==> src/rtl/multicycle_controller_pkg.sv <==
// Shared types and encodings for the multi-cycle RV32I control FSM.
// States, opcodes and the datapath mux/ALU encodings live here.
package riscv_ctrl_pkg;

  localparam int ST_BITS = 4;

  typedef enum logic [ST_BITS-1:0] {
    S_FETCH    = 4'd0,
    S_DECODE   = 4'd1,
    S_MEMADR   = 4'd2,
    S_MEMREAD  = 4'd3,
    S_MEMWB    = 4'd4,
    S_MEMWRITE = 4'd5,
    S_EXECR    = 4'd6,
    S_EXECI    = 4'd7,
    S_ALUWB    = 4'd8,
    S_BRANCH   = 4'd9,
    S_JAL      = 4'd10,
    S_JALR     = 4'd11,
    S_JLINK    = 4'd12,
    S_LUI      = 4'd13,
    S_HALT     = 4'd14
  } state_t;

  localparam logic [6:0] OP_LOAD   = 7'h03;
  localparam logic [6:0] OP_STORE  = 7'h23;
  localparam logic [6:0] OP_RTYPE  = 7'h33;
  localparam logic [6:0] OP_IALU   = 7'h13;
  localparam logic [6:0] OP_BRANCH = 7'h63;
  localparam logic [6:0] OP_JAL    = 7'h6F;
  localparam logic [6:0] OP_JALR   = 7'h67;
  localparam logic [6:0] OP_LUI    = 7'h37;

  localparam logic [2:0] ALU_ADD = 3'b000;
  localparam logic [2:0] ALU_SUB = 3'b001;
  localparam logic [2:0] ALU_AND = 3'b010;
  localparam logic [2:0] ALU_OR  = 3'b011;
  localparam logic [2:0] ALU_SLT = 3'b100;
  localparam logic [2:0] ALU_XOR = 3'b101;

  localparam logic [2:0] IMM_I = 3'b000;
  localparam logic [2:0] IMM_S = 3'b001;
  localparam logic [2:0] IMM_B = 3'b010;
  localparam logic [2:0] IMM_J = 3'b011;
  localparam logic [2:0] IMM_U = 3'b100;

  localparam logic [1:0] RES_ALUOUT = 2'b00;
  localparam logic [1:0] RES_DATA   = 2'b01;
  localparam logic [1:0] RES_ALURES = 2'b10;

  localparam logic [1:0] SRCA_PC    = 2'b00;
  localparam logic [1:0] SRCA_OLDPC = 2'b01;
  localparam logic [1:0] SRCA_REGA  = 2'b10;
  localparam logic [1:0] SRCA_ZERO  = 2'b11;

  localparam logic [1:0] SRCB_REGB = 2'b00;
  localparam logic [1:0] SRCB_IMM  = 2'b01;
  localparam logic [1:0] SRCB_FOUR = 2'b10;

  localparam logic [2:0] F3_WORD = 3'b010;

  // beq/bne/blt/bge only; the unsigned compares are not supported.
  function automatic logic branch_f3_ok(input logic [2:0] f3);
    return (f3 == 3'b000) || (f3 == 3'b001) || (f3 == 3'b100) || (f3 == 3'b101);
  endfunction

endpackage

==> src/rtl/multicycle_controller_if.sv <==
// Controller <-> datapath bundle: instruction fields and flags in, selects/enables out.
interface multicycle_controller_if;
  logic [6:0] opcode;
  logic [2:0] func3;
  logic [6:0] func7;
  logic       zero;
  logic       sign;

  logic       PCWrite;
  logic       AdrSrc;
  logic       IRWrite;
  logic       MemWrite;
  logic       RegWrite;
  logic [1:0] ResultSrc;
  logic [1:0] ALUSrcA;
  logic [1:0] ALUSrcB;
  logic [2:0] ALUControl;
  logic [2:0] ImmSrc;
  logic       retire;
  logic       illegal;

  modport master (
    input  opcode, func3, func7, zero, sign,
    output PCWrite, AdrSrc, IRWrite, MemWrite, RegWrite, ResultSrc,
           ALUSrcA, ALUSrcB, ALUControl, ImmSrc, retire, illegal
  );

  modport slave (
    output opcode, func3, func7, zero, sign,
    input  PCWrite, AdrSrc, IRWrite, MemWrite, RegWrite, ResultSrc,
           ALUSrcA, ALUSrcB, ALUControl, ImmSrc, retire, illegal
  );
endinterface

==> src/rtl/multicycle_controller_alu_decoder.sv <==
// Combinational func3/func7 decode for R-type and I-ALU instructions.
// bad_funct flags encodings outside the supported subset.
module alu_decoder
  import riscv_ctrl_pkg::*;
(
  input  logic       is_rtype,
  input  logic [2:0] func3,
  input  logic       func7_5,
  output logic [2:0] alu_control,
  output logic       bad_funct
);

  always_comb begin
    alu_control = ALU_ADD;
    bad_funct   = 1'b0;
    case (func3)
      3'b000: alu_control = (is_rtype && func7_5) ? ALU_SUB : ALU_ADD;
      3'b010: alu_control = ALU_SLT;
      3'b100: alu_control = ALU_XOR;
      3'b110: alu_control = ALU_OR;
      3'b111: alu_control = ALU_AND;
      default: bad_funct  = 1'b1;
    endcase
    // func7[5] only selects sub; on any other R-type func3 it is an unsupported op
    if (is_rtype && func7_5 && (func3 != 3'b000))
      bad_funct = 1'b1;
  end

endmodule

==> src/rtl/multicycle_controller.sv <==
// Multi-cycle RV32I control FSM: one state per cycle, Moore decode of the
// datapath selects/enables, with PCWrite in BRANCH qualified by zero/sign.
module multicycle_controller
  import riscv_ctrl_pkg::*;
#(
  parameter int STATE_W = 4
) (
  input  logic                   clk,
  input  logic                   rst,
  multicycle_controller_if.master bus
);

  logic [STATE_W-1:0] state_q;
  state_t             cur;
  state_t             nxt;

  logic       is_rtype;
  logic [2:0] dec_alu;
  logic       bad_funct;
  logic       unused_f7;

  logic       pc_write;
  logic       adr_src;
  logic       ir_write;
  logic       mem_write;
  logic       reg_write;
  logic [1:0] result_src;
  logic [1:0] alu_src_a;
  logic [1:0] alu_src_b;
  logic [2:0] alu_control;
  logic [2:0] imm_src;
  logic       retire;
  logic       illegal;

  assign cur       = state_t'(state_q);
  assign is_rtype  = (bus.opcode == OP_RTYPE);
  assign unused_f7 = ^{bus.func7[6], bus.func7[4:0]};

  alu_decoder u_alu_decoder (
    .is_rtype    (is_rtype),
    .func3       (bus.func3),
    .func7_5     (bus.func7[5]),
    .alu_control (dec_alu),
    .bad_funct   (bad_funct)
  );

  always_comb begin
    nxt = S_HALT;
    case (cur)
      S_FETCH:  nxt = S_DECODE;
      S_DECODE: begin
        case (bus.opcode)
          OP_LOAD, OP_STORE: nxt = (bus.func3 == F3_WORD) ? S_MEMADR : S_HALT;
          OP_RTYPE:          nxt = bad_funct ? S_HALT : S_EXECR;
          OP_IALU:           nxt = bad_funct ? S_HALT : S_EXECI;
          OP_BRANCH:         nxt = branch_f3_ok(bus.func3) ? S_BRANCH : S_HALT;
          OP_JAL:            nxt = S_JAL;
          OP_JALR:           nxt = (bus.func3 == 3'b000) ? S_JALR : S_HALT;
          OP_LUI:            nxt = S_LUI;
          default:           nxt = S_HALT;
        endcase
      end
      S_MEMADR:   nxt = (bus.opcode == OP_LOAD) ? S_MEMREAD : S_MEMWRITE;
      S_MEMREAD:  nxt = S_MEMWB;
      S_MEMWB:    nxt = S_FETCH;
      S_MEMWRITE: nxt = S_FETCH;
      S_EXECR:    nxt = S_ALUWB;
      S_EXECI:    nxt = S_ALUWB;
      S_LUI:      nxt = S_ALUWB;
      S_ALUWB:    nxt = S_FETCH;
      S_BRANCH:   nxt = S_FETCH;
      S_JAL:      nxt = S_ALUWB;
      S_JALR:     nxt = S_JLINK;
      S_JLINK:    nxt = S_FETCH;
      default:    nxt = S_HALT;
    endcase
  end

  always_ff @(posedge clk or posedge rst) begin
    if (rst)
      state_q <= STATE_W'(S_FETCH);
    else
      state_q <= STATE_W'(nxt);
  end

  // Output decode; rst masks everything so no write can slip out mid-instruction.
  always_comb begin
    pc_write    = 1'b0;
    adr_src     = 1'b0;
    ir_write    = 1'b0;
    mem_write   = 1'b0;
    reg_write   = 1'b0;
    result_src  = RES_ALUOUT;
    alu_src_a   = SRCA_PC;
    alu_src_b   = SRCB_REGB;
    alu_control = ALU_ADD;
    imm_src     = IMM_I;
    retire      = 1'b0;
    illegal     = 1'b0;
    case (cur)
      S_FETCH: begin
        ir_write   = 1'b1;
        alu_src_b  = SRCB_FOUR;
        result_src = RES_ALURES;
        pc_write   = 1'b1;
      end
      S_DECODE: begin
        alu_src_a = SRCA_OLDPC;
        alu_src_b = SRCB_IMM;
        imm_src   = (bus.opcode == OP_JAL) ? IMM_J : IMM_B;
      end
      S_MEMADR: begin
        alu_src_a = SRCA_REGA;
        alu_src_b = SRCB_IMM;
        imm_src   = (bus.opcode == OP_STORE) ? IMM_S : IMM_I;
      end
      S_MEMREAD: adr_src = 1'b1;
      S_MEMWB: begin
        result_src = RES_DATA;
        reg_write  = 1'b1;
        retire     = 1'b1;
      end
      S_MEMWRITE: begin
        adr_src   = 1'b1;
        mem_write = 1'b1;
        retire    = 1'b1;
      end
      S_EXECR: begin
        alu_src_a   = SRCA_REGA;
        alu_src_b   = SRCB_REGB;
        alu_control = dec_alu;
      end
      S_EXECI: begin
        alu_src_a   = SRCA_REGA;
        alu_src_b   = SRCB_IMM;
        alu_control = dec_alu;
      end
      S_LUI: begin
        alu_src_a = SRCA_ZERO;
        alu_src_b = SRCB_IMM;
        imm_src   = IMM_U;
      end
      S_ALUWB: begin
        reg_write = 1'b1;
        retire    = 1'b1;
      end
      S_BRANCH: begin
        alu_src_a   = SRCA_REGA;
        alu_control = ALU_SUB;
        retire      = 1'b1;
        case (bus.func3)
          3'b000:  pc_write = bus.zero;
          3'b001:  pc_write = ~bus.zero;
          3'b100:  pc_write = bus.sign;
          default: pc_write = ~bus.sign;
        endcase
      end
      S_JAL: begin
        alu_src_a = SRCA_OLDPC;
        alu_src_b = SRCB_FOUR;
        pc_write  = 1'b1;
      end
      S_JALR: begin
        alu_src_a  = SRCA_REGA;
        alu_src_b  = SRCB_IMM;
        result_src = RES_ALURES;
        pc_write   = 1'b1;
      end
      S_JLINK: begin
        alu_src_a  = SRCA_OLDPC;
        alu_src_b  = SRCB_FOUR;
        result_src = RES_ALURES;
        reg_write  = 1'b1;
        retire     = 1'b1;
      end
      S_HALT:  illegal = 1'b1;
      default: illegal = 1'b1;
    endcase
    if (rst) begin
      pc_write    = 1'b0;
      adr_src     = 1'b0;
      ir_write    = 1'b0;
      mem_write   = 1'b0;
      reg_write   = 1'b0;
      result_src  = 2'b00;
      alu_src_a   = 2'b00;
      alu_src_b   = 2'b00;
      alu_control = 3'b000;
      imm_src     = 3'b000;
      retire      = 1'b0;
      illegal     = 1'b0;
    end
  end

  assign bus.PCWrite    = pc_write;
  assign bus.AdrSrc     = adr_src;
  assign bus.IRWrite    = ir_write;
  assign bus.MemWrite   = mem_write;
  assign bus.RegWrite   = reg_write;
  assign bus.ResultSrc  = result_src;
  assign bus.ALUSrcA    = alu_src_a;
  assign bus.ALUSrcB    = alu_src_b;
  assign bus.ALUControl = alu_control;
  assign bus.ImmSrc     = imm_src;
  assign bus.retire     = retire;
  assign bus.illegal    = illegal;

endmodule
==> src/flat_wrapper.sv <==
// flat-port wrapper written by rule: the top's interface ports become plain ports
module multicycle_controller_flat import riscv_ctrl_pkg::*;
#(
  parameter int STATE_W = 4
)
  (clk, rst, bus_opcode, bus_func3, bus_func7, bus_zero, bus_sign, bus_PCWrite, bus_AdrSrc, bus_IRWrite, bus_MemWrite, bus_RegWrite, bus_ResultSrc, bus_ALUSrcA, bus_ALUSrcB, bus_ALUControl, bus_ImmSrc, bus_retire, bus_illegal);
  multicycle_controller_if bus_i ();
  input  logic clk;
  input  logic rst;
  input wire logic [$bits(bus_i.opcode)-1:0] bus_opcode;
  input wire logic [$bits(bus_i.func3)-1:0] bus_func3;
  input wire logic [$bits(bus_i.func7)-1:0] bus_func7;
  input wire logic [$bits(bus_i.zero)-1:0] bus_zero;
  input wire logic [$bits(bus_i.sign)-1:0] bus_sign;
  output wire logic [$bits(bus_i.PCWrite)-1:0] bus_PCWrite;
  output wire logic [$bits(bus_i.AdrSrc)-1:0] bus_AdrSrc;
  output wire logic [$bits(bus_i.IRWrite)-1:0] bus_IRWrite;
  output wire logic [$bits(bus_i.MemWrite)-1:0] bus_MemWrite;
  output wire logic [$bits(bus_i.RegWrite)-1:0] bus_RegWrite;
  output wire logic [$bits(bus_i.ResultSrc)-1:0] bus_ResultSrc;
  output wire logic [$bits(bus_i.ALUSrcA)-1:0] bus_ALUSrcA;
  output wire logic [$bits(bus_i.ALUSrcB)-1:0] bus_ALUSrcB;
  output wire logic [$bits(bus_i.ALUControl)-1:0] bus_ALUControl;
  output wire logic [$bits(bus_i.ImmSrc)-1:0] bus_ImmSrc;
  output wire logic [$bits(bus_i.retire)-1:0] bus_retire;
  output wire logic [$bits(bus_i.illegal)-1:0] bus_illegal;
  assign bus_i.opcode = bus_opcode;
  assign bus_i.func3 = bus_func3;
  assign bus_i.func7 = bus_func7;
  assign bus_i.zero = bus_zero;
  assign bus_i.sign = bus_sign;
  assign bus_PCWrite = bus_i.PCWrite;
  assign bus_AdrSrc = bus_i.AdrSrc;
  assign bus_IRWrite = bus_i.IRWrite;
  assign bus_MemWrite = bus_i.MemWrite;
  assign bus_RegWrite = bus_i.RegWrite;
  assign bus_ResultSrc = bus_i.ResultSrc;
  assign bus_ALUSrcA = bus_i.ALUSrcA;
  assign bus_ALUSrcB = bus_i.ALUSrcB;
  assign bus_ALUControl = bus_i.ALUControl;
  assign bus_ImmSrc = bus_i.ImmSrc;
  assign bus_retire = bus_i.retire;
  assign bus_illegal = bus_i.illegal;
  multicycle_controller #(.STATE_W(STATE_W)) u_core (.clk(clk), .rst(rst), .bus(bus_i));
endmodule
==> config.mk <==
export PLATFORM = sky130hd
export DESIGN_NAME = multicycle_controller_flat
export DESIGN_NICKNAME = d
export VERILOG_FILES = /design/src/rtl/multicycle_controller_pkg.sv /design/src/rtl/multicycle_controller_if.sv /design/src/rtl/multicycle_controller_alu_decoder.sv /design/src/rtl/multicycle_controller.sv /design/src/flat_wrapper.sv
export SDC_FILE = /design/constraint.sdc
export NUM_CORES = 1
export LEC_CHECK = 0
export CAP_MARGIN = 40
export CORE_MARGIN = 2
export CORE_UTILIZATION = 35
export CTS_CLUSTER_SIZE = 20
export DETAILED_ROUTE_END_ITERATION = 8
export PLACE_DENSITY = 0.72
export SYNTH_ARGS = -nofsm -noshare
export SYNTH_HDL_FRONTEND = slang
export SYNTH_SLANG_ARGS = --single-unit
==> constraint.sdc <==
create_clock -name clk -period 1.68 [get_ports clk]
set_clock_uncertainty 0.05 [all_clocks]
set_input_delay 0.252 -clock clk [delete_from_list [all_inputs] [get_ports clk]]
set_output_delay 0.252 -clock clk [all_outputs]
set_load 0.01 [all_outputs]
==> impl.org, run 1 <==
** Placement
- The wire-length estimate of the detail-placed layout is about 2.5 mm.
- IO Port Bufs :: 33
- Setup slack after placement :: -0.8278 ns
- Once placement finished, the instance area stood at 1539 um^2.
- Final weighted congestion of routability-driven global placement :: around 0.98

** Worst setup path
- Reg-to-reg startpoint :: u_core.cur[2]
- Along the worst path, the maximum fanout reaches 5.
- Register-to-Register Path Depth :: 9
- Classification of the worst setup path :: reg2out
- For the worst setup path, the data required time is approximately 1.4 ns.
- Worst reg2reg path endpoint :: u_core.cur[3]
- Data arrives at the worst endpoint at 1.70 ns.
- In this run the worst setup path begins at u_core.cur[1].
- The worst setup path is captured at an output pin.
- STA classifies the critical path startpoint as a register.
- For flop-to-flop paths, the worst setup slack is -0.02 ns.

** Die
- The die covers slightly below 3000 um^2.
- Measured along the x axis, the die boundary spans approximately 54 um.
- Once the floorplan was initialized, standard cells occupied between 30% and 40% of the core.
- After floorplanning, the core was divided into 18 placement rows.
- Vert. Die Dim :: around 54 um
- # IOs :: 40
- The core region is between 2000 and 2500 um^2.

** Yosys
- Of the post-synthesis cell area, the dominant cell type holds 11.22%.
- After synthesis, the share of flip-flops with an asynchronous set or reset is 100.0%.
- The mapped netlist covers ~890 um^2.
- Cells taking the most area after synthesis :: sky130_fd_sc_hd__dfrtp_1 11%, sky130_fd_sc_hd__nor2_1 5.9%, sky130_fd_sc_hd__o21ai_0 5.6%
- List of most frequent post-synthesis cells :: 14 x sky130_fd_sc_hd__nor2_1, 13 x sky130_fd_sc_hd__nand2_1, 10 x sky130_fd_sc_hd__o21ai_0
- Of all cell types, the one taking the most synthesized area is sky130_fd_sc_hd__dfrtp_1.
- In this run, synthesis inferred 0 flip-flops with an integrated enable.
- sky130_fd_sc_hd__nor2_1 is the most common cell in the netlist.
- Number of instances in the synthesized netlist :: ~130
- After synthesis, the netlist uses between 40 and 50 different library cells.
- Synth Register Bits :: 4
- Nets in the synthesized netlist :: 153
- Among all flip-flop cells after synthesis, the most frequent one is sky130_fd_sc_hd__dfrtp_1.
- For this run, the register share of the synthesized area comes to approximately 11%.
- Average footprint of a synthesized cell :: slightly below 7 um^2
- Warnings from Yosys :: 0

** STA
- Peak Freq :: ~500 MHz
- At the pin with the least slew margin, the transition time is 0.3320 ns.
- The routed design could run at a clock period as short as approximately 2 ns.
- Setup-failing EPs final :: 21
- Measured against its own limit, the worst slew margin works out to around 77%.
- Setup slack of the critical path after layout :: -0.3224 ns
- The worst path uses 119.2% of the clock period.
- Unrepaired setup endpoints after global routing :: true
- The final hold violation count is 0.
- The final count of pins violating max slew is 0.
- Setup TNS Final :: -3.314 ns
- Hold is met by around 0.56 ns.

** Global route
- First-pass GRT wire length :: about 5.7 mm
- Maximum number of pins on one net before global-route repair :: 12
- Initial antenna violation count :: 0
- Global routing used about 26% of the available tracks across all layers.
- Global routing finished with a remaining overflow of 0.
- Vias in the first global route :: ~1300

** Clock tree
- TritonCTS clock tree :: built
- The clock passes through at most 2 buffers.
- CTS built an H-tree with a depth of 1.
- Clock slew seen by the registers of the worst setup and hold paths :: 0.04 ns
- CTS saw 4 sinks.
- Number of buffers inserted during clock tree synthesis :: 3
- Clock latency on the worst-skew pair :: about 0.24 ns
- Library cell used as clock root buffer :: sky130_fd_sc_hd__clkbuf_4
- The number of hold buffers added after CTS was 0.

** Finish
- The repair_antennas step left the layout with diodes totalling 0.
- Cells fill between 70% and 80% of the core in the end.
- Fraction of final layout cells with drive strength greater than 1 :: around 58%
- Area of the multi-input gates :: between 800 and 900 um^2
- Fill cells in the final layout number between 150 and 200.
- At the end of the flow, the number of nets in the layout was roughly 250.
- The register with the most flip-flops in the layout has 4 of them.
- Storage element area :: 102.6 um^2
- Signed area change from the synthesized netlist to the final layout :: 112.2%
- Post-route cell area :: 1893 um^2

** Route
- Vias :: roughly 1400
- The first routing iteration left 57 violations.
- Drt wl/cell :: between 15 and 20 um
- Remaining antenna violation count :: 0
- After detailed routing, the number of vias per cell comes to 5.692.
- For this run, design rule violations remaining after detail routing come to 0.
- Drt pass-1 iters :: 4
- The final layout contains routed wiring with a total length of 4.366 mm.

** Power
- For this design the ratio of total power to cell area is around 1400 nW/um^2.
- VDD sags by at most 926.0 uV.
- P_leak :: around 0.87 nW
- Combinational power share :: between 80 and 90%
- Share of power burned in registers :: 8.6%
- For this design the total switching power over the nets is around 1.2 mW.
- In this run switching power makes up roughly 46% of total power.
- The internal power of the cells totals about 1.4 mW.
- Clock share of power :: ~4.8%

** Outcome
- The checks that failed: negative setup slack.
- Outcome :: finished, violations left

** Worst hold path
- In this run the worst hold path is classified as in2async.

** Job
- The tool flagged a number of max-cap violations equal to 0.
[power groups by stage]
stage / combinational, mW / sequential (mW) / clock (mW)
final: 2.26 / 0.224 / 0.125
after global placement: 1.46 / 0.217 / 0
after detailed placement: 1.49 / 0.224 / 0
after floorplan: 0.772 / 0.179 / 0
after global routing: 2.37 / 0.224 / 0.129
after CTS: 1.72 / 0.222 / 0.123
[final cells by class]
class / count / area share (%)
flip-flops and latches: 4 / 5.420
multi-input cells: 110 / 46.66
inverters: 4 / 0.7931
clock buffers: 3 / 1.190
repair buffers: 102 / 43.95
well taps: 30 / 1.983
[placed cells by master, fill, tap and decap left out, types with 4 or more instances in the layout]
master,instances
sky130_fd_sc_hd__buf_4,56
sky130_fd_sc_hd__buf_2,13
sky130_fd_sc_hd__dlygate4sd2_1,12
sky130_fd_sc_hd__buf_6,12
sky130_fd_sc_hd__nand2_1,10
sky130_fd_sc_hd__nor2_1,9
sky130_fd_sc_hd__o21ai_0,6
sky130_fd_sc_hd__nor3_1,5
sky130_fd_sc_hd__clkdlybuf4s15_2,5
sky130_fd_sc_hd__o21ai_1,4
sky130_fd_sc_hd__inv_1,4
sky130_fd_sc_hd__a21oi_2,4
sky130_fd_sc_hd__and3_1,4
[per-layer routing]
metal	wire length (um)	track usage (%)	share of wire, %	up-vias
li1	-	-	-	669
met1	1717	32.08	39	690
met2	2346	47.19	54	67
met3	201	1.093	4.6	14
met4	101	6.250	2.3	0
met5	0	0	0	-
[kinds of logic after synthesis]
family | Yosys count | share of synthesized area, %
flops | 4 | 11.22
compound gates | 35 | 26.93
simple gates | 71 | 46.14
xor+xnor | 3 | 2.946
mux | 1 | 1.262
buf+inv | 18 | 11.50
[per-stage QoR]
step | total power [mW] | std cells
finish | 2.612 | 253
floorplan | 0.9509 | 132
detailed placement | 1.711 | 229
global placement | 1.676 | 229
global route | 2.723 | 253
CTS | 2.061 | 241
[worst max-delay path, cell delays in order, from the launching register on]
cell and delay (ns):
sky130_fd_sc_hd__dfrtp_2 0.45, sky130_fd_sc_hd__buf_6 0.14, sky130_fd_sc_hd__nor4b_4 0.26, sky130_fd_sc_hd__nand3_1 0.15
sky130_fd_sc_hd__a221oi_2 0.29, sky130_fd_sc_hd__buf_2 0.18
[worst max-delay path by stage]
stage,to,depth (start not counted)
after detailed placement,bus_ImmSrc[0],6
after global routing,bus_ImmSrc[0],5
after CTS,bus_ImmSrc[0],4
after floorplan,bus_ImmSrc[0],4
final,bus_ImmSrc[0],5
after global placement,bus_ImmSrc[0],6
[timing repair]
| item | in CTS | in global routing |
|---|---|---|
| endpoints found under the setup margin | 21 | 20 |
| pin swaps | 11 | 12 |
| gates resized for setup | 116 | 22 |
| buffers inserted | 9 | 12 |
No activity file was read; power rests on OpenSTA's default activity.
==> inputs of run 2 (changes only) <==
--- a/config.mk
+++ b/config.mk
@@ -5,12 +5,14 @@
 export SDC_FILE = /design/constraint.sdc
 export NUM_CORES = 1
 export LEC_CHECK = 0
-export CAP_MARGIN = 40
+export CAP_MARGIN = 15
 export CORE_MARGIN = 2
 export CORE_UTILIZATION = 35
 export CTS_CLUSTER_SIZE = 20
 export DETAILED_ROUTE_END_ITERATION = 8
+export HOLD_SLACK_MARGIN = 0.08
 export PLACE_DENSITY = 0.72
+export SLEW_MARGIN = 30
 export SYNTH_ARGS = -nofsm -noshare
 export SYNTH_HDL_FRONTEND = slang
 export SYNTH_SLANG_ARGS = --single-unit
==> results of run 2 <==
No change in the layout: final DEF, timing and power equal those of run 1.
